===== src/rtl/fabric_frame_loader_pkg.sv =====
// Shared constants, address-word field helpers and loader state encoding
// for the fabric configuration frame loader.
package fabric_frame_loader_pkg;

    localparam logic [31:0] syncWord   = 32'hFAB0_FAB1;
    localparam logic [31:0] desyncWord = 32'hFAB0_FAB0;

    // Address word layout: [31:24] column, [23:5] reserved, [4:0] frame index.
    localparam int colMsb   = 31;
    localparam int colLsb   = 24;
    localparam int frameMsb = 4;
    localparam int frameLsb = 0;
    localparam int colW     = colMsb - colLsb + 1;
    localparam int frameW   = frameMsb - frameLsb + 1;

    typedef enum logic [1:0] {
        stIdle = 2'd0,
        stAddr = 2'd1,
        stData = 2'd2
    } loaderState_e;

    function automatic logic [colW-1:0] addrCol(input logic [31:0] word);
        return word[colMsb:colLsb];
    endfunction

    function automatic logic [frameW-1:0] addrFrame(input logic [31:0] word);
        return word[frameMsb:frameLsb];
    endfunction

endpackage


===== src/rtl/fabric_frame_loader_frame_strobe_decoder.sv =====
// Registered one-hot frame strobe: bit col*MaxFramesPerCol+frame pulses for
// one cycle after fire, only when the captured address was valid.
module frame_strobe_decoder
    import fabric_frame_loader_pkg::*;
#(
    parameter int MaxFramesPerCol = 20,
    parameter int NumberOfCols    = 16
) (
    input  logic                                CLK,
    input  logic                                resetn,
    input  logic [colW-1:0]                     col,
    input  logic [frameW-1:0]                   frame,
    input  logic                                valid,
    input  logic                                fire,
    output logic [NumberOfCols*MaxFramesPerCol-1:0] FrameStrobe
);

    localparam int strobeW = NumberOfCols * MaxFramesPerCol;

    logic [31:0]        target;
    logic [strobeW-1:0] strobeNext;

    assign target = 32'(col) * 32'(MaxFramesPerCol) + 32'(frame);

    // NOTE: every always_comb output gets its default first so no path leaves it unassigned (no latch).
    always_comb begin
        strobeNext = '0;
        for (int i = 0; i < strobeW; i++) begin
            if (fire && valid && (32'(i) == target)) strobeNext[i] = 1'b1;
        end
    end

    // NOTE: registers are written with <= so every flop samples pre-edge values.
    always_ff @(posedge CLK) begin
        if (!resetn) FrameStrobe <= '0;
        else         FrameStrobe <= strobeNext;
    end

endmodule


===== src/rtl/fabric_frame_loader.sv =====
// Bitstream word loader: finds sync, decodes frame addresses, assembles a
// frame column into FrameData and fires one strobe bit per completed frame.
module fabric_frame_loader
    import fabric_frame_loader_pkg::*;
#(
    parameter int FrameBitsPerRow = 32,
    parameter int MaxFramesPerCol = 20,
    parameter int NumberOfRows    = 16,
    parameter int NumberOfCols    = 16
) (
    input  logic                                    CLK,
    input  logic                                    resetn,
    input  logic [31:0]                             WriteData,
    input  logic                                    WriteStrobe,
    output logic [NumberOfRows*FrameBitsPerRow-1:0] FrameData,
    output logic [NumberOfCols*MaxFramesPerCol-1:0] FrameStrobe,
    output logic                                    Busy,
    output logic                                    Configured,
    output logic                                    ConfigError
);

    if (FrameBitsPerRow != 32) begin : gBadRowWidth
        $error("fabric_frame_loader: FrameBitsPerRow must be 32");
    end

    localparam int rowW = (NumberOfRows > 1) ? $clog2(NumberOfRows) : 1;
    localparam logic [rowW-1:0] lastRow = rowW'(NumberOfRows - 1);

    loaderState_e      state, nextState;
    logic [rowW-1:0]   rowCnt;
    logic [colW-1:0]   colReg;
    logic [frameW-1:0] frameReg;
    logic              validReg;
    logic              addrValid;
    logic              loadAddr, writeRow, setConfigured, clrConfigured, fire;

    assign addrValid = (32'(addrCol(WriteData)) < 32'(NumberOfCols)) &&
                       (32'(addrFrame(WriteData)) < 32'(MaxFramesPerCol));
    assign Busy = (state != stIdle);

    always_ff @(posedge CLK) begin
        if (!resetn) state <= stIdle;
        else         state <= nextState;
    end

    // Idle cycles (WriteStrobe low) freeze the FSM wherever it is.
    always_comb begin
        nextState     = state;
        loadAddr      = 1'b0;
        writeRow      = 1'b0;
        setConfigured = 1'b0;
        clrConfigured = 1'b0;
        fire          = 1'b0;
        if (WriteStrobe) begin
            unique case (state)
                stIdle: begin
                    if (WriteData == syncWord) begin
                        nextState     = stAddr;
                        clrConfigured = 1'b1;
                    end
                end
                stAddr: begin
                    if (WriteData == syncWord) begin
                        nextState = stAddr;
                    end else if (WriteData == desyncWord) begin
                        nextState     = stIdle;
                        setConfigured = 1'b1;
                    end else begin
                        loadAddr  = 1'b1;
                        nextState = stData;
                    end
                end
                stData: begin
                    writeRow = 1'b1;
                    if (rowCnt == lastRow) begin
                        fire      = 1'b1;
                        nextState = stAddr;
                    end
                end
                default: nextState = stIdle;
            endcase
        end
    end

    // NOTE: FrameData is a plain register bank (not a RAM), so it is cleared by reset like any other state.
    always_ff @(posedge CLK) begin
        if (!resetn) begin
            FrameData   <= '0;
            rowCnt      <= '0;
            colReg      <= '0;
            frameReg    <= '0;
            validReg    <= 1'b0;
            Configured  <= 1'b0;
            ConfigError <= 1'b0;
        end else begin
            if (clrConfigured) Configured <= 1'b0;
            if (setConfigured) Configured <= 1'b1;
            if (loadAddr) begin
                colReg   <= addrCol(WriteData);
                frameReg <= addrFrame(WriteData);
                validReg <= addrValid;
                rowCnt   <= '0;
                if (!addrValid) ConfigError <= 1'b1;
            end
            if (writeRow) begin
                FrameData[32'(rowCnt)*FrameBitsPerRow +: FrameBitsPerRow] <= WriteData;
                if (rowCnt != lastRow) rowCnt <= rowCnt + rowW'(1);
            end
        end
    end

    frame_strobe_decoder #(
        .MaxFramesPerCol(MaxFramesPerCol),
        .NumberOfCols   (NumberOfCols)
    ) uStrobe (
        .CLK        (CLK),
        .resetn     (resetn),
        .col        (colReg),
        .frame      (frameReg),
        .valid      (validReg),
        .fire       (fire),
        .FrameStrobe(FrameStrobe)
    );

endmodule


===== config.mk =====
export PLATFORM = sky130hd
export DESIGN_NAME = fabric_frame_loader
export DESIGN_NICKNAME = d
export VERILOG_FILES = /design/src/rtl/fabric_frame_loader_pkg.sv /design/src/rtl/fabric_frame_loader_frame_strobe_decoder.sv /design/src/rtl/fabric_frame_loader.sv
export SDC_FILE = /design/constraint.sdc
export NUM_CORES = 1
export LEC_CHECK = 0
export ABC_CLOCK_PERIOD_IN_PS = 7100
export BUFFER_PORTS_ARGS = -buffer_cell sky130_fd_sc_hd__buf_4
export CELL_PAD_IN_SITES_DETAIL_PLACEMENT = 0
export CELL_PAD_IN_SITES_GLOBAL_PLACEMENT = 1
export CORE_ASPECT_RATIO = 0.7
export CORE_MARGIN = 1
export CORE_UTILIZATION = 30
export DETAILED_ROUTE_END_ITERATION = 10
export GPL_TIMING_DRIVEN = 0
export PLACE_DENSITY_LB_ADDON = 0.1
export SYNTH_ARGS = -nofsm -noshare
export SYNTH_HDL_FRONTEND = slang
export SYNTH_SLANG_ARGS = --single-unit

===== constraint.sdc =====
create_clock -name CLK -period 7.1 [get_ports CLK]
set_input_delay 0.355 -clock CLK [delete_from_list [all_inputs] [get_ports CLK]]
set_output_delay 0.355 -clock CLK [all_outputs]
set_load 0.005 [all_outputs]

# Word-level counts from Yosys, hierarchy flattened
# Cells that the tools add are included.
op_classes:
  n_addsub: 3
  magnitude_cmp: 2
  n_eq_ne: 327
  reduce_logical: 328
  multipliers: 1
  mux: 347
  shifts: 2
  n_bitwise: 1
op_table:
  columns: ["op", "count"]
  rows:
  - ["$eq A8 B32 Y1 const A", 128]
  - ["$eq A7 B32 Y1 const A", 64]
  - ["$eq A9 B32 Y1 const A", 64]
  - ["$eq A6 B32 Y1 const A", 32]
  - ["$bwmux W512", 1]
  - ["$eq A5 B32 Y1 const A", 16]
  - ["$shift A32 B34 Y512 const A", 1]
  - ["$shiftx A32 B34 Y512", 1]
  - ["$mux W1", 338]
  - ["$logic_and A1 B1 Y1", 322]
  - ["$eq A4 B32 Y1 const A", 8]
  - ["$eq A3 B32 Y1 const A", 4]
  - ["$eq A2 B32 Y1 const A", 2]
  - ["$eq A32 B32 Y1 const B", 2]
  - ["$neg A9 Y34", 1]
  - ["$eq A1 B32 Y1 const A", 1]
  - ["$logic_not A32 Y1", 1]
  - ["$add A13 B5 Y14", 1]
  - ["$mux W4", 3]
  - ["$mul A8 B3 Y11 const B", 1]
  - ["$lt A8 B5 Y1 const B", 1]
  - ["$mux W2", 4]
  - ["$pmux W2 S3", 1]
  - ["$lt A5 B5 Y1 const B", 1]
  - ["11 further kinds", 13]
word_totals:
  reg_bits: 854
  inputBits: 35
  output_inout_bits: 835

# Logic depth before layout (Yosys ltp)
depth:
  word_depth: 8
  mapped_depth: 14
  depth_no_buf: 10

# By module
# A second synthesis with hierarchy kept.
unflattened:
  cells_unflattened: 3494
  area_unflattened_um2: 33124.3
modules_own_cells:
  columns: ["module", "cells_each", "seq_area_each_um2", "n_inst", "area_each_um2"]
  rows:
  - ["fabric_frame_loader", 2595, 10690.3, 1, 22934.5]
  - ["frame_strobe_decoder", 899, 6406.1, 1, 10189.8]

# Worst setup path before layout
# OpenSTA, ideal clock, no wires.
synth_path:
  path_type: "register to register"
  start: "register rowCnt[0]"
  end: "register FrameData[197]"
  path_buffers: 5
  required_time_ns: 7.030
  arrival_time_ns: 3.010
  setup_time_ns: 0.070
  stages_incl_launch_ff: 13
  slack_ns: 4.020
  cell_sequence: "dfxtp_1 clkbuf_1 clkbuf_1 clkbuf_1 inv_1 ha_1 or3b_1 nor3_2 and2_1 buf_4 buf_6 nand3_1 a21boi_1"
synth_between:
  elab_chain_len: 3
  word_cells_on_any_way: 4
synth_lines:
  columns: ["item", "line_no", "rtl"]
  rows:
  - ["start, declared", "fabric_frame_loader.sv:30", "logic [rowW-1:0] rowCnt;"]
  - ["start signal, assigned", "fabric_frame_loader.sv:107", "if (rowCnt != lastRow) rowCnt <= rowCnt + rowW'(1);"]
  - ["$neg A9 Y34 *", "fabric_frame_loader.sv:106", "FrameData[32'(rowCnt)*FrameBitsPerRow +: FrameBitsPerRow] <= WriteData;"]
  - ["$shiftx A32 B34 Y512 / $shift A32 B34 Y512 (equally long branches)", "fabric_frame_loader.sv:106", null]
  - ["$bwmux W512 *", "fabric_frame_loader.sv:106", null]
  - ["end signal, assigned by index", "fabric_frame_loader.sv:106", null]
  - ["end, declared", "fabric_frame_loader.sv:15", "output logic [NumberOfRows*FrameBitsPerRow-1:0] FrameData,"]
# Every way passes the cells marked *; elsewhere a longest branch is shown, timed or not.
# A chain may end at the register's enable or synchronous reset.

# Worst setup path after layout
layout_path:
  start: "register rowCnt[0]"
  end: "register FrameData[311]"
# The elaborated chain is that of the path after synthesis.

==> impl_metrics.toml <==
[setup_path]
r2r-start = "rowCnt[0]"
ff2ff_setup_slack_ns = 1.86
cp.required_ns = 7.71
crit_path_end = "FrameData[311]"
cp-start-kind = "flop"
setup.worst_path.start = "rowCnt[0]"
crit_type = "flop to flop"
cp_max_fo = 10
rr_worst_depth = 13
arrival_ns = 5.85
end_kind = "flop"
reg2reg_to = "FrameData[311]"

[synthesis]
syn_nets = 3480
synth_compound_area_frac = 0.116
synthXorXnorAreaFrac = 0.00399
ys_ff_latch = 854
synth_edf_count = 0
synth-simple-area-share = 0.271
syn_inst = 3423
muxShareOfSynthArea = 0.00517
ys.flop_type = "dfxtp_1"
synth_cell_types = 70
yosysSeqAreaShare = 0.539
synth.avg_cell_area_um2 = 9.26
netlist_area_mm2 = 0.0317
synth_top_family_by_area = "simple AND/OR/NAND/NOR gates"
yosys.area_share.adder = 0.00916
async_flop_share = 0
ys_warn_count = 0

[global_routing]
grt_pass1_wl_um = 210000
antenna_found_initial = 7
overflow = 0
grt_usage = 0.272
grt_max_degree = 15
grt_pass1_vias = 27800

[die]
io_pins = 870
row_count = 99
die_w_um = 391
die-area_mm2 = 0.107
die_h_um = 274
start_util = 0.304
core_mm2 = 0.104

[detailed_routing]
vias = 29800
drtAntennaViolNets = 0
drtIter0Drc = 2090
wl_per_cell_um = 25.7
vias_per_cell = 5.04
wl_um = 152000
dr.pass1.iters = 5
drc = 0

[placed_design]
placedCellCount = 5706
port_buffers = 867
place_congestion = 0.842
pre_cts_ws_ns = 2.08
dp_hpwl_um = 113000
place_area_mm2 = 0.0400

[timing]
finalSetupTns_ns = 0
worstMarginPinSlew_ns = 1.45
fmax_mhz = 191
fin_crit_ns = 5.24
skew_ns = 0.0244
whs_ns = 0.0578
finalSetupViolations = 0
maxSlewViolCount = 0
final-hold-violation-count = 0
finalCritPeriodShare = 0.738
postLayoutSetupSlackWorst_ns = 1.86
grt_setup_unrepaired = "no"
maxSlewHeadroom = 0.0240

[status]
outcome = "finished clean"

[clock_network]
clock_path_buffers = 3
ctsResizeCount = 0
clockRootBuffer = "clkbuf_16"
numCtsBuffers = 90
htree_levels = 3
postCtsSetupBuffers = 0
hold_buffers = 30
clk_transition_reported_paths_ns = 0.07
clk_latency_ns = 0.69
cts_sinks = 854
tritoncts = "done"

[layout]
stdcell_area_mm2 = 0.0434
drive_above_1_share = 0.267
register_area_mm2 = 0.0171
area_growth_pct = 36.9
nFillCells = 10600
layout.nets = 4471
post-route-util = 0.416
multiInputGateArea_mm2 = 0.0129
layout.cells.non_filler = 5908

[hold_path]
worstHoldPathCells = 3
hold_path.class = "input pin to flop"

[power_and_ir_drop]
p_leak_nw = 16.3
ir_drop_v = 0.000173
power_switching_share = 0.245
pwr-share-comb = 0.048
seq_power_share = 0.468
total_power_mw = 10.2
switching_power_mw = 2.51
pwr-share-clk = 0.484
p_per_area_mw_per_mm2 = 236
p_int_mw = 7.74

[flow_run]
drv_cap = 0
==> layer usage <==
layer	vias to the layer above	wire (um)	track usage	share of wire
li1	14000	-	-	-
met1	14500	65000	0.357	0.43
met2	1078	70700	0.437	0.47
met3	187	11600	0.0661	0.076
met4	0	4630	0.0857	0.030
met5	-	0	0	0
==> Yosys cell counts (4+ instances only) <==
| cell type | n | area, um^2 |
|---|---|---|
| nand2b_1 | 12 | 75.1 |
| a21boi_1 | 128 | 961 |
| dfxtp_1 | 854 | 17100 |
| xnor2_1 | 4 | 35.0 |
| buf_1 | 10 | 37.5 |
| nand3_1 | 274 | 1370 |
| and4b_1 | 4 | 40.0 |
| buf_4 | 8 | 60.1 |
| nor2_1 | 22 | 82.6 |
| mux2i_1 | 13 | 130 |
| inv_1 | 12 | 45.0 |
| nor2b_1 | 144 | 901 |
| nand2_1 | 449 | 1690 |
| clkbuf_1 | 308 | 1160 |
| a21o_1 | 5 | 37.5 |
| a21oi_1 | 135 | 676 |
| nor4_1 | 151 | 945 |
| and3b_1 | 4 | 35.0 |
| ha_1 | 20 | 250 |
| nor3_1 | 237 | 1190 |
| a21boi_0 | 195 | 1460 |
| and3_1 | 7 | 43.8 |
| buf_2 | 45 | 225 |
| nor4_2 | 76 | 951 |
| and2_1 | 11 | 68.8 |
| buf_6 | 20 | 225 |
| o21ai_0 | 73 | 365 |
| nand4_1 | 98 | 613 |
| or3_1 | 43 | 269 |
==> critical path, cell delays in order, from the launching register on <==
cell and delay [ns]:
dfxtp_1 0.41, clkbuf_1 0.35, clkbuf_1 0.60, clkbuf_1 0.57
inv_1 0.15, ha_1 0.23, buf_4 0.16, xor2_2 0.24
nor3_1 0.78, nand2_1 0.73, clkbuf_1 0.48, nor3_1 0.28
a21oi_1 0.06, nor2b_1 0.12
==> cells by family (layout without fill, tap and decap cells) <==
family          count (synthesis)  in the layout
flops                         854            854
buf+inv                       403           1470
compound gates                557            557
other cells                     0              4
simple gates                 1561           1561
xor+xnor                       11             11
fa+ha+maj                      22             22
mux                            15             15
==> worst min-delay path by stage <==
stage | from | slack (ns) | endpoint
finish | WriteData[6] | 0.06 | FrameData[230]
global route | WriteData[4] | 0.05 | FrameData[228]
CTS | WriteData[4] | 0.007 | FrameData[228]
detailed placement | FrameData[477] | 0.44 | FrameData[477]
global placement | FrameData[450] | 0.44 | FrameData[450]
floorplan | FrameData[10] | 0.45 | FrameData[10]
==> power groups by stage <==
stage	clock network (mW)	registers [mW]	logic, mW
floorplan	0	4.91	0.249
global placement	0	4.91	0.472
detailed placement	0	4.91	0.471
CTS	5.05	4.80	0.487
global route	5.25	4.80	0.514
finish	4.96	4.80	0.489
==> registers in the layout, summed over array words and instances (netlist names) <==
name / count
FrameData: 512
uStrobe.FrameStrobe: 320
colReg: 8
frameReg: 5
rowCnt: 4
state: 2
ConfigError: 1
Configured: 1
validReg: 1
==> layout by cell type (no fill, tap or decap), types with 10 or more instances in the layout <==
master,count
nor2b_1,144
nor2_1,22
a21oi_1,135
nand2_1,449
or3_1,43
buf_4,876
buf_2,45
ha_1,20
nor4_1,150
o21ai_0,73
buf_1,10
dfxtp_1,854
nand4_1,98
clkbuf_16,91
and2_1,11
buf_6,21
nand3_1,274
clkbuf_1,327
nor4_2,77
dlygate4sd3_1,30
nand2b_1,12
inv_1,12
nor3_1,236
a21boi_1,128
mux2i_1,13
clkbuf_8,25
clkinv_2,19
a21boi_0,195
==> cell type report <==
| cell class | count | share of cell area |
|---|---|---|
| repair buffers | 899 | 0.157 |
| inverters | 12 | 0.00104 |
| diodes | 4 | 0.000231 |
| well taps | 1414 | 0.0408 |
| plain buffers | 391 | 0.0393 |
| multi-input cells | 2166 | 0.297 |
| clock buffers | 135 | 0.0620 |
| flip-flops and latches | 854 | 0.394 |
| clock inverters | 33 | 0.00891 |
Note: power is estimated with default switching activity, not from simulation.
